$ cat config.mk
export PLATFORM = sky130hd
export DESIGN_NAME = piso_tx
export DESIGN_NICKNAME = d
export VERILOG_FILES = /design/src/rtl/piso_tx.sv
export SDC_FILE = /design/constraint.sdc
export NUM_CORES = 1
export LEC_CHECK = 0
export CORE_MARGIN = 2
export CORE_UTILIZATION = 30
export CTS_CLUSTER_SIZE = 25
export DETAILED_ROUTE_END_ITERATION = 10
export PLACE_DENSITY_LB_ADDON = 0.1
export SETUP_SLACK_MARGIN = 0.4
export SKIP_CTS_REPAIR_TIMING = 1
export SYNTH_ARGS = -nofsm -noshare
export SYNTH_HDL_FRONTEND = slang
export SYNTH_SLANG_ARGS = --single-unit
$ cat constraint.sdc
create_clock -name clk -period 2 [get_ports clk]
set_clock_uncertainty 0.15 [all_clocks]
set_input_delay 0.5 -clock clk [delete_from_list [all_inputs] [get_ports clk]]
set_output_delay 0.5 -clock clk [all_outputs]
set_load 0.02 [all_outputs]
$ cat src/rtl/piso_tx.sv
// piso_tx: parallel-in/serial-out transmitter feeding a SIPO receiver.
// Accepts a WIDTH-bit word over a valid/ready handshake (load/ready) and
// shifts it out one bit per enabled clock on `out`, qualified by `out_vld`.
// Optional feature macro: PISO_PARITY_EN -- appends one even-parity bit
// after the data bits (word then occupies WIDTH+1 enabled clocks).
module piso_tx #(
  parameter int WIDTH     = 4,
  parameter bit MSB_FIRST = 1'b1
) (
  input  logic             clk,
  input  logic             rst,
  input  logic             enb,
  input  logic             load,
  input  logic [WIDTH-1:0] din,
  output logic             ready,
  output logic             out,
  output logic             out_vld,
  output logic             busy,
  output logic             done
);

  localparam int CW = $clog2(WIDTH + 1);
`ifdef PISO_PARITY_EN
  localparam int LAST = WIDTH;
`else
  localparam int LAST = WIDTH - 1;
`endif
  localparam logic [CW-1:0] LAST_C = CW'(LAST);

  typedef enum logic {IDLE, SHIFT} state_t;

  state_t           state_q, state_d;
  logic [WIDTH-1:0] shreg_q, shreg_d;
  logic [CW-1:0]    cnt_q, cnt_d;
  logic             out_q, out_d;
  logic             vld_q, vld_d;
  logic             busy_q, busy_d;
  logic             done_q, done_d;

  // Bit shifted into the vacated end of the shift register at acceptance.
  // With parity enabled it is the even parity of the word, so it naturally
  // emerges right after the last data bit with no special-case path.
  logic fill_bit;
`ifdef PISO_PARITY_EN
  assign fill_bit = ^din;
`else
  assign fill_bit = 1'b0;
`endif

  // Shift register holds the bits still to be sent after the one on `out`.
  logic             first_bit;
  logic [WIDTH-1:0] load_shreg;
  logic             next_bit;
  logic [WIDTH-1:0] shifted;
  logic             accept;

  assign first_bit  = MSB_FIRST ? din[WIDTH-1] : din[0];
  assign load_shreg = MSB_FIRST ? {din[WIDTH-2:0], fill_bit}
                                : {fill_bit, din[WIDTH-1:1]};
  assign next_bit   = MSB_FIRST ? shreg_q[WIDTH-1] : shreg_q[0];
  assign shifted    = MSB_FIRST ? {shreg_q[WIDTH-2:0], 1'b0}
                                : {1'b0, shreg_q[WIDTH-1:1]};

  // Ready in IDLE, or on the last bit of a word so the next word follows gap-free.
  assign ready  = (state_q == IDLE) || ((state_q == SHIFT) && (cnt_q == LAST_C));
  assign accept = load && ready && enb;

  // Next-state logic: accept, shift, retire; everything holds while enb=0.
  always_comb begin
    state_d = state_q;
    shreg_d = shreg_q;
    cnt_d   = cnt_q;
    out_d   = out_q;
    vld_d   = vld_q;
    busy_d  = busy_q;
    done_d  = 1'b0;
    if (enb) begin
      if ((state_q == SHIFT) && (cnt_q < LAST_C)) begin
        out_d   = next_bit;
        shreg_d = shifted;
        cnt_d   = cnt_q + CW'(1);
      end else begin
        // Either IDLE, or SHIFT on the last bit: a word retires here.
        if (state_q == SHIFT) begin
          done_d = 1'b1;
        end
        if (accept) begin
          state_d = SHIFT;
          out_d   = first_bit;
          shreg_d = load_shreg;
          cnt_d   = '0;
          vld_d   = 1'b1;
          busy_d  = 1'b1;
        end else begin
          state_d = IDLE;
          out_d   = 1'b0;
          shreg_d = '0;
          cnt_d   = '0;
          vld_d   = 1'b0;
          busy_d  = 1'b0;
        end
      end
    end
  end

  // State and registered outputs; reset aborts any word in flight.
  always_ff @(posedge clk or posedge rst) begin
    if (rst) begin
      state_q <= IDLE;
      shreg_q <= '0;
      cnt_q   <= '0;
      out_q   <= 1'b0;
      vld_q   <= 1'b0;
      busy_q  <= 1'b0;
      done_q  <= 1'b0;
    end else begin
      state_q <= state_d;
      shreg_q <= shreg_d;
      cnt_q   <= cnt_d;
      out_q   <= out_d;
      vld_q   <= vld_d;
      busy_q  <= busy_d;
      done_q  <= done_d;
    end
  end

  assign out     = out_q;
  assign out_vld = vld_q;
  assign busy    = busy_q;
  assign done    = done_q;

endmodule
==> run_results.csv <==
group,metric,value,unit
final_layout,stdcell_count,84,
placement,place_ws,-0.0472,ns
timing,fmax,525,MHz
outcome,run_status,"finished clean",
yosys,ys_ff_latch,9,
final_layout,area_growth,55.9,%
detailed_routing,routed_wl,1030,um
cts,cts_buffers,3,
global_routing,grt_pass1_vias,436,
cts,clock_path_buffers,2,
detailed_routing,first_iter_violations,15,
yosys,yosysUniqueCellTypes,22,
floorplanning,dieArea,0.00186,mm2
final_layout,layout-drive-gt1-share,0.294,
final_layout,finalNetCount,79,
setup_path,reg2reg_from,"cnt_q[1]",
global_routing,grtUsageTotal,0.137,
floorplanning,fp.dieW,43.1,um
placement,hpwl,789,um
final_layout,fill_cells,151,
placement,routabilityCongestion,0.716,
power_and_ir_drop,leakage,0.383,nW
final_layout,mostFrequentLayoutCells,"dfrtp_1 (8), clkdlybuf4s50_1 (6), buf_4 (6), inv_1 (4), dlymetal6s2s_1 (4)",
min_path,hold_start,"shreg_q[1]",
global_routing,grt_max_degree,11,
timing,setup_slack,0.0961,ns
floorplanning,pin_count,13,
global_routing,gr-total-overflow,0,
placement,portBuffers,12,
timing,period_needed,1.90,ns
power_and_ir_drop,vdd_drop_max,0.000535,V
global_routing,grt_pass1_wl,1880,um
timing,worst_pin_slew,0.362,ns
yosys,syn-cell-area,459,um2
timing,setup_viol_count_final,0,
run,cap_violations,0,
placement,dp.cells,79,
timing,maxSlewViolCount,0,
cts,clk_pin_slew_worst_paths,0.06,ns
cts,cts_tree,"yes",
floorplanning,die_y,43.1,um
detailed_routing,via_per_inst,5.11,
yosys,ys_warn_count,0,
cts,htreeDepth,1,
setup_path,cp.required,1.35,ns
cts,cts.sinks,9,
global_routing,antenna_found_initial,0,
final_layout,diodes,0,
timing,rsz0062_at_grt,"true",
detailed_routing,num_vias,429,
timing,period_share,0.952,
setup_path,crit_path_end_kind,"primary output",
setup_path,critPathMaxFanout,2,
yosys,ys_seq_area_frac,0.490,
floorplanning,start_util,0.312,
detailed_routing,postRouteAntennaNets,0,
setup_path,critPathLaunchType,"flop",
floorplanning,rows,14,
floorplanning,coreArea,0.00147,mm2
setup_path,ff2ff_path_depth,6,
detailed_routing,post-route-drc-count,0,
timing,fin_setup_tns,0,ns
power_and_ir_drop,power_density,1410,mW/mm2
timing,slew_headroom,0.759,
setup_path,crit_start,"cnt_q[1]",
timing,hold_viol_final,0,
setup_path,arrival,1.25,ns
cts,clk_latency,0.26,ns
setup_path,critPathKind,"reg2out",
min_path,hold_class,"reg2reg",
detailed_routing,drtPass1Iterations,4,
yosys,synth_area_per_cell,9.98,um2
timing,hold_slack,0.350,ns
yosys,syn-num-nets,56,
min_path,hold_depth,1,
final_layout,final_common_cell,"dfrtp_1",
detailed_routing,wl_per_cell,12.2,um
cts,root_buffer,"clkbuf_4",
yosys,syn_inst,46,
path summary, 6_finish.rpt:
check / to / slack, ns
min reg2reg: shreg_q[1] / 0.35
min: shreg_q[1] / 0.35
max reg2reg: out / 0.28
max: ready / 0.1
min in group asynchronous: cnt_q[2] / 0.36
max in group asynchronous: busy / 1.06
worst max-delay path, stage by stage (launching register included):
cell      delay [ns]
dfrtp_1         0.40
ha_2            0.19
ha_4            0.15
nand2b_4        0.13
buf_6           0.13
Yosys cell counts, drive strengths merged:
cell	number	area share
a32o	1	0.022
nand2	3	0.025
o22ai	1	0.014
a41oi	2	0.038
ha	2	0.054
nor2b	3	0.041
nor3	2	0.022
nand2b	3	0.041
and3	1	0.014
nor4	1	0.014
o21ai	3	0.033
or3	1	0.014
a21o	2	0.033
o2bb2ai	1	0.019
o2111ai	1	0.019
inv	6	0.049
a21oi	1	0.011
a311o	1	0.022
buf	2	0.027
dfrtp	9	0.49
routing by layer:
layer | vias to the layer above | track usage | wire length (um)
met5 | - | 0 | 0
li1 | 214 | - | -
met4 | 0 | 0.0727 | 0
met3 | 0 | 0.0383 | 97
met2 | 17 | 0.203 | 446
met1 | 198 | 0.178 | 484
metrics by stage:
stage / power [mW] / util / area (um2)
final: 1.01 / 0.486 / 716
after global routing: 1.09 / 0.486 / 716
after CTS: 0.979 / 0.463 / 681
after detailed placement: 0.835 / 0.445 / 654
after global placement: 0.826 / 0.445 / 654
after floorplan: 0.597 / - / 474
cell type report:
class                      count  area (um2)  share of cell area
sequential                     9         226               0.316
multi-input combinational     29         226               0.316
clock buffer                   4        26.3              0.0367
inverter                       6        22.5              0.0315
tap                           16        20.0              0.0280
timing repair buffer          20         194               0.271
state kept, by name (all words and copies together) (netlist names):
register,flops
done,1
out,1
busy,1
cnt_q,3
shreg_q,3
cell families after synthesis:
| logic type | count (synthesis) | synth area share |
|---|---|---|
| flops | 9 | 0.490 |
| simple gates | 14 | 0.169 |
| buf+inv | 8 | 0.0763 |
| fa+ha+maj | 2 | 0.0545 |
| compound gates | 13 | 0.210 |
power by group:
| part | switching, mW | internal (mW) |
|---|---|---|
| logic | 0.266 | 0.296 |
| registers | 0.0554 | 0.252 |
| clock network | 0.0642 | 0.0769 |
| total | 0.385 | 0.625 |
No activity file was read; power rests on OpenSTA's default activity.
